## src/rtl/alu_share_arbiter.sv

```systemverilog
// Shares one EX-stage ALU between two requesters; response at accept+2, stalls in RESP until consumer takes it.
// Optional macro ALU_ARB_OPCHECK_EN adds o_resp_err and bypasses the ALU for illegal opcodes.
module alu_share_arbiter #(
  parameter int DATA_W      = 32,
  parameter int OP_W        = 5,
  parameter int PRIO0_FIXED = 0
) (
  input  logic              i_clk,
  input  logic              i_rst,
  input  logic              i_r0_valid,
  output logic              o_r0_ready,
  input  logic [OP_W-1:0]   i_r0_op,
  input  logic [DATA_W-1:0] i_r0_a,
  input  logic [DATA_W-1:0] i_r0_b,
  input  logic              i_r1_valid,
  output logic              o_r1_ready,
  input  logic [OP_W-1:0]   i_r1_op,
  input  logic [DATA_W-1:0] i_r1_a,
  input  logic [DATA_W-1:0] i_r1_b,
  output logic [OP_W-1:0]   o_alu_op,
  output logic [DATA_W-1:0] o_alu_a,
  output logic [DATA_W-1:0] o_alu_b,
  input  logic [DATA_W-1:0] i_alu_res,
  output logic              o_resp_valid,
  output logic              o_resp_id,
  output logic [DATA_W-1:0] o_resp_data,
  input  logic              i_resp_ready,
`ifdef ALU_ARB_OPCHECK_EN
  output logic              o_resp_err,
`endif
  output logic              o_busy
);

  localparam logic [1:0] S_IDLE = 2'd0;
  localparam logic [1:0] S_EXEC = 2'd1;
  localparam logic [1:0] S_RESP = 2'd2;

  logic [1:0]        r_state;
  logic              r_rr_ptr;
  logic [OP_W-1:0]   r_op;
  logic [DATA_W-1:0] r_a;
  logic [DATA_W-1:0] r_b;
  logic              r_id;
  logic              r_resp_valid;
  logic              r_resp_id;
  logic [DATA_W-1:0] r_resp_data;

  logic              w_idle;
  logic              w_fixed;
  logic              w_gnt0;
  logic              w_gnt1;
  logic              w_acc;
  logic              w_acc_id;
  logic [OP_W-1:0]   w_acc_op;
  logic [DATA_W-1:0] w_acc_a;
  logic [DATA_W-1:0] w_acc_b;

  assign w_idle  = (r_state == S_IDLE);
  assign w_fixed = (PRIO0_FIXED != 0);

  // r0 wins unless r1 also asks and the round-robin pointer favours r1
  assign w_gnt0 = i_r0_valid & (~i_r1_valid | w_fixed | ~r_rr_ptr);
  assign w_gnt1 = i_r1_valid & ~w_gnt0;

  assign o_r0_ready = w_idle & w_gnt0 & ~i_rst;
  assign o_r1_ready = w_idle & w_gnt1 & ~i_rst;

  assign w_acc    = o_r0_ready | o_r1_ready;
  assign w_acc_id = o_r1_ready;
  assign w_acc_op = w_acc_id ? i_r1_op : i_r0_op;
  assign w_acc_a  = w_acc_id ? i_r1_a  : i_r0_a;
  assign w_acc_b  = w_acc_id ? i_r1_b  : i_r0_b;

  assign o_alu_op = (r_state == S_EXEC) ? r_op : '0;
  assign o_alu_a  = (r_state == S_EXEC) ? r_a  : '0;
  assign o_alu_b  = (r_state == S_EXEC) ? r_b  : '0;

  assign o_resp_valid = r_resp_valid;
  assign o_resp_id    = r_resp_id;
  assign o_resp_data  = r_resp_data;
  assign o_busy       = ~w_idle;

`ifdef ALU_ARB_OPCHECK_EN
  logic r_resp_err;
  logic w_acc_legal;

  function automatic logic f_op_legal(input logic [OP_W-1:0] op);
    case (op)
      OP_W'(5'b10001), OP_W'(5'b10100), OP_W'(5'b10101), OP_W'(5'b01100),
      OP_W'(5'b01101), OP_W'(5'b01110), OP_W'(5'b01000), OP_W'(5'b00110),
      OP_W'(5'b01001), OP_W'(5'b00101), OP_W'(5'b00100): f_op_legal = 1'b1;
      default:                                           f_op_legal = 1'b0;
    endcase
  endfunction

  assign w_acc_legal = f_op_legal(w_acc_op);
  assign o_resp_err  = r_resp_err;
`endif

  always_ff @(posedge i_clk) begin
    if (i_rst) begin
      r_state      <= S_IDLE;
      r_rr_ptr     <= 1'b0;
      r_op         <= '0;
      r_a          <= '0;
      r_b          <= '0;
      r_id         <= 1'b0;
      r_resp_valid <= 1'b0;
      r_resp_id    <= 1'b0;
      r_resp_data  <= '0;
`ifdef ALU_ARB_OPCHECK_EN
      r_resp_err   <= 1'b0;
`endif
    end else begin
      case (r_state)
        S_IDLE: begin
          if (w_acc) begin
            r_op <= w_acc_op;
            r_a  <= w_acc_a;
            r_b  <= w_acc_b;
            r_id <= w_acc_id;
`ifdef ALU_ARB_OPCHECK_EN
            // illegal opcode never reaches the ALU; answer with an error right away
            if (!w_acc_legal) begin
              r_state      <= S_RESP;
              r_resp_valid <= 1'b1;
              r_resp_id    <= w_acc_id;
              r_resp_data  <= '0;
              r_resp_err   <= 1'b1;
            end else begin
              r_state <= S_EXEC;
            end
`else
            r_state <= S_EXEC;
`endif
          end
        end
        S_EXEC: begin
          r_resp_data  <= i_alu_res;
          r_resp_id    <= r_id;
          r_resp_valid <= 1'b1;
`ifdef ALU_ARB_OPCHECK_EN
          r_resp_err   <= 1'b0;
`endif
          r_state      <= S_RESP;
        end
        S_RESP: begin
          if (i_resp_ready) begin
            r_resp_valid <= 1'b0;
            r_rr_ptr     <= ~r_id;
            r_state      <= S_IDLE;
          end
        end
        default: r_state <= S_IDLE;
      endcase
    end
  end

endmodule
```

## config.mk

```make
export PLATFORM = sky130hd
export DESIGN_NAME = alu_share_arbiter
export DESIGN_NICKNAME = d
export VERILOG_FILES = /design/src/rtl/alu_share_arbiter.sv
export SDC_FILE = /design/constraint.sdc
export NUM_CORES = 1
export LEC_CHECK = 0
export CAP_MARGIN = 40
export CORE_ASPECT_RATIO = 1.1
export CORE_MARGIN = 2
export CORE_UTILIZATION = 35
export CTS_CLUSTER_DIAMETER = 200
export DETAILED_ROUTE_END_ITERATION = 10
export PLACE_DENSITY_LB_ADDON = 0.05
export SKIP_CTS_REPAIR_TIMING = 1
export SYNTH_ARGS = -nofsm -noshare
export SYNTH_HDL_FRONTEND = slang
export SYNTH_SLANG_ARGS = --single-unit
export TNS_END_PERCENT = 50
```

## constraint.sdc

```tcl
create_clock -name i_clk -period 1.25 [get_ports i_clk]
set_input_delay 0.25 -clock i_clk [delete_from_list [all_inputs] [get_ports i_clk]]
set_output_delay 0.25 -clock i_clk [all_outputs]
set_load 0.02 [all_outputs]
```

# After elaboration in Yosys (flattened, before gate mapping)
# Cells that the tools add are included.
[op_classes]
n_eq_ne = 4
n_mux = 11
bitwise_logic = 14
n_reduce_logical = 6
[ops]
columns = ["op", "count"]
rows = [
  ["32-bit 2-to-1 mux", 4],
  ["5-bit 2-to-1 mux", 2],
  ["2-bit AND reduction", 4],
  ["1-bit AND", 6],
  ["1-bit inverter", 6],
  ["2-bit case mux with 3 select lines", 1],
  ["2-bit 2-to-1 mux", 2],
  ["2-bit by 1-bit equality test with 1-bit output (second input constant)", 1],
  ["2-bit equality test (second input constant)", 1],
  ["2-bit logical NOT", 1],
  ["2-bit by 1-bit inequality test with 1-bit output (second input constant)", 1],
  ["2-bit inequality test (second input constant)", 1],
  ["1-bit bitwise OR", 2],
  ["1-bit case mux with 2 select lines", 1],
  ["2-bit nonzero test", 1],
  ["1-bit 2-to-1 mux", 1],
]
[totals]
regBits = 107
inputBits = 175
output_inout_bits = 106
wordCells = 44

# Depth between registers and ports, before layout
[logic_depth]
depth_word = 10
mapped_depth = 7
mapped_depth_nobuf = 4

# Least setup slack after synthesis
# OpenSTA, ideal clock, no wires.
[synth_timing]
path_kind = "register to output"
from = "reg r_state[1]"
to = "out o_r0_ready"
t_arrival_ns = 1.770
required_ns = 1.000
setup_slack_ns = -0.770
stages_incl_launch_ff = 3
path_buffers = 0
cell_sequence = "dfxtp_1 > or2_2 > a2111oi_0"
[synth_via]
elab_chain_len = 3
[synth_lines]
columns = ["item", "line", "text"]
rows = [
  ["start: declaration", "38", "logic [1:0] r_state;"],
  ["start signal: assignment", "102", "r_state <= S_IDLE;"],
  ["start signal: assignment", "134", "r_state <= S_EXEC;"],
  ["start signal: assignment", "145", "r_state <= S_RESP;"],
  ["2-bit logical NOT", "58", "assign w_idle = (r_state == S_IDLE);"],
  ["1-bit AND (2 in a row)", "65", "assign o_r0_ready = w_idle & w_gnt0 & ~i_rst;"],
  ["end: declaration", "11", "output logic o_r0_ready,"],
]
# Every way passes these cells.

# Worst setup path after layout
[layout_timing]
from = "reg r_state[0]"
to = "out o_alu_b[20]"
[layout_via]
elab_chain_len = 2
[layout_lines]
columns = ["item", "line", "text"]
rows = [
  ["2-bit by 1-bit equality test with 1-bit output", "76", "assign o_alu_b = (r_state == S_EXEC) ? r_b : '0;"],
  ["32-bit 2-to-1 mux", "76", ""],
  ["end: declaration", "22", "output logic [DATA_W-1:0] o_alu_b,"],
]
# Every way passes these cells.

==> out/qor_table.md <==
| Stage | Result | Reported |
| --- | --- | --- |
| outcome | Outcome | finished with violations |
| outcome | Violated checks | negative setup slack |
| floorplanning | Initial Utilization | 0.358 |
| clocking | CTS tree | done |
| timing | Final worst clock skew | 0.00694 ns |
| critical path | Kind of capture point of the worst setup path | output pin |
| global route | Via count of the first global-routing pass | 4954 |
| drt | Iteration-0 DRC Markers | 185 |
| drt | Vias | 4914 |
| yosys | Dominant cells by area after synthesis | dfxtp_1 (43%), mux2i_1 (14%), nand3b_1 (11%) |
| final layout | Ratio of cells with drive above 1 in the final layout | 0.213 |
| yosys | Total of flip-flops plus latches after synthesis | 107 |
| timing | Worst max-slew margin expressed relative to the limit | 0.650 |
| drt | Number of routed nets with antenna violations | 0 |
| yosys | Yosys warnings | 0 |
| power and ir drop | Worst voltage drop across the vdd grid | 0.595 mV |
| timing | Count of final hold-check violations | 0 |
| final layout | Number of fill cells | 1239 |
| yosys | Post-Synthesis Net Count | 728 |
| final layout | Most frequent standard cell in the layout excluding fill and tap cells | clkdlybuf4s50_1 |
| yosys | Distinct cell type count of the synthesized netlist | 23 |
| min path | Worst hold-check path type | in2reg |
| drt | Met2 Routed Length | 8.19 mm |
| place | Place WS | -0.812 ns |
| global route | Final global-route overflow total | 0 |
| place | Placed cell area | 8170 um2 |
| place | Post-DP HPWL | 11.2 mm |
| drt | Number of detailed-route iterations in the first pass | 5 |
| global route | Largest net degree at the start of global routing | 56 |
| drt | Detailed-route DRC error count | 0 |
| critical path | Type of element launching the critical path | register |
| yosys | Gate Count Post-Synth | 553 |
| critical path | CP Data Arrival Time | 1.44 ns |
| clocking | Number of levels the H-tree was split into | 3 |
| yosys | Synthesized area per cell | 8.97 um2 |
| drt | WL/cell | 15.4 um |
| final layout | Area growth from synthesis to layout | 71.7% |
| yosys | Sequential-to-total area share from yosys stat | 0.432 |
| floorplanning | Die area | 15100 um2 |
| floorplanning | Ports placed on the boundary | 281 |
| place | Input/output buffers | 280 |
| final layout | Commonest cells after routing, fill and taps aside | clkdlybuf4s50_1 (205), dfxtp_1 (105), nand3b_1 (70) |
| power and ir drop | Total power divided by cell area | 1110 nW/um2 |
| global route | Wire length of the first global-routing pass | 24.3 mm |
| timing | Setup slack of the critical path after layout | -0.436 ns |
| clocking | Clock transition at the registers of the reported paths | 0.08 ns |
| yosys | Top cell type's share of synthesized area | 0.432 |
| final layout | Antenna cell count | 0 |
| floorplanning | Total number of placement rows | 45 |
| clocking | Clock root buffer master | clkbuf_16 |
| critical path | Worst EP required | 1.00 ns |
| final layout | Final core utilization | 0.615 |
| global route | Global-route total usage across every layer | 0.199 |
| floorplanning | Height of the chip | 129 um |
| critical path | Type of the worst setup path | reg2out |
| timing | Max Clk Rate | 593 MHz |
| global route | Number of antenna violations at the first check in global routing | 0 |
| run | Max-cap check violation count | 0 |
| floorplanning | Core box area | 13900 um2 |
| critical path | Reg-to-reg slack, setup | -0.17 ns |
| clocking | Number of sinks handled by clock tree synthesis | 107 |
| critical path | Largest fanout on the critical path | 12 |
| drt | Mean number of vias per cell | 4.81 |
| drt | Top sig layer | met4 |
| clocking | Num CTS Buffers | 9 |
| place | Routability-driven placement congestion ratio | 0.763 |
| drt | Detail Route met3 WL | 1.10 mm |
| timing | Final critical-path required period | 1.69 ns |
| timing | Count of pins over their slew limit | 0 |
| yosys | Count of flip-flops with a built-in enable after synthesis | 0 |
| timing | RSZ-0062 raised after global routing | yes |
| power and ir drop | Power consumption | 9450 uW |
| final layout | Post-layout net count | 1004 |
| timing | Worst-margin pin slew | 0.524 ns |
| yosys | Cell area after synthesis | 4960 um2 |
| clocking | Number of buffers on the longest clock path | 2 |
| power and ir drop | Cell leakage power | 0.00366 uW |
| yosys | Fraction of registers with async set or reset after synthesis | 0 |
| drt | Met1 wire length | 6.25 mm |
| yosys | Library cell with the largest summed area after synthesis | dfxtp_1 |
| floorplanning | Die span in x | 117 um |
| clocking | Clock latency on the worst-skew pair | 0.35 ns |
| timing | Final-report setup violation count | 198 |
| yosys | Top flip-flop cell by instance count after synthesis | dfxtp_1 |
| drt | Post-detailed-routing wire length | 15.8 mm |
| timing | Post-route clock period utilization | 1.35 |
| final layout | Final design area excluding fillers | 8510 um2 |
## where the power goes
| part | internal [uW] | total (uW) | switching (uW) | leakage, uW |
|---|---|---|---|---|
| Sequential | 3750 | 3910 | 158 | 0.000882 |
| Combinational | 1340 | 2390 | 1050 | 0.00262 |
| Clock | 1800 | 3150 | 1360 | 0.000160 |
## state kept, by name (all words and copies together), names as in the netlist
| name | count |
|---|---|
| r_id | 1 |
| o_resp_valid | 1 |
| o_resp_id | 1 |
| o_resp_data | 32 |
| r_a | 32 |
| r_state | 2 |
| r_b | 32 |
| r_op | 5 |
| r_rr_ptr | 1 |
## logic make-up after synthesis
kind of cell           count (synthesis)  share of synthesized area
AOI/OAI and AO/OA                    109                      0.112
muxes                                 69                      0.139
buffers and inverters                 52                     0.0608
DFF                                  107                      0.432
and+or+nand+nor                      216                      0.256
## worst paths after layout
path | from | endpoint | cells past startpoint
worst max-delay path | r_state[0] | o_alu_b[20] | 4
worst max register to register | r_rr_ptr | r_id | 6
worst min register to register | o_resp_data[22] | o_resp_data[22] | 2
worst min-delay path | i_alu_res[17] | o_resp_data[17] | 3
## worst max-delay path: stages, from the launching register on
cell and delay, ns:
dfxtp_2 0.34, nor2b_4 0.21, buf_4 0.20, and2_2 0.15, clkbuf_2 0.18
## stage by stage
| stage | hold WS, ns | std cells | setup TNS (ns) |
|---|---|---|---|
| floorplan | 0.386 | 553 | -0.421 |
| global placement | 0.441 | 999 | -86.55 |
| detailed placement | 0.446 | 999 | -90.03 |
| CTS | 0.438 | 1015 | -102.16 |
| global route | 0.453 | 1022 | -62.22 |
| finish | 0.441 | 1022 | -47.72 |
## routing by layer
layer	global-route usage	up-vias
li1	-	2440
met1	0.222	2277
met2	0.368	181
met3	0.0621	16
met4	0.0546	0
met5	0	-
## synth_stat cells (2+ instances only)
master / count
clkbuf_1: 17
mux2i_1: 69
buf_4: 6
and2_1: 69
nor2_1: 3
dfxtp_1: 107
a21oi_1: 36
buf_6: 8
or2_2: 2
nand2_1: 67
buf_2: 15
clkbuf_2: 4
inv_1: 2
nand3b_1: 70
o21ai_1: 70
## final cells by class
class | count | area, um2 | area share
clock buffers | 9 | 225 | 0.0265
clock inverters | 7 | 108 | 0.0126
inverters | 2 | 7.51 | 0.000882
multi-input cells | 394 | 2640 | 0.311
flip-flops and latches | 107 | 2140 | 0.252
well taps | 188 | 235 | 0.0276
repair buffers | 315 | 3150 | 0.370
(Power assumes the default switching activity.)
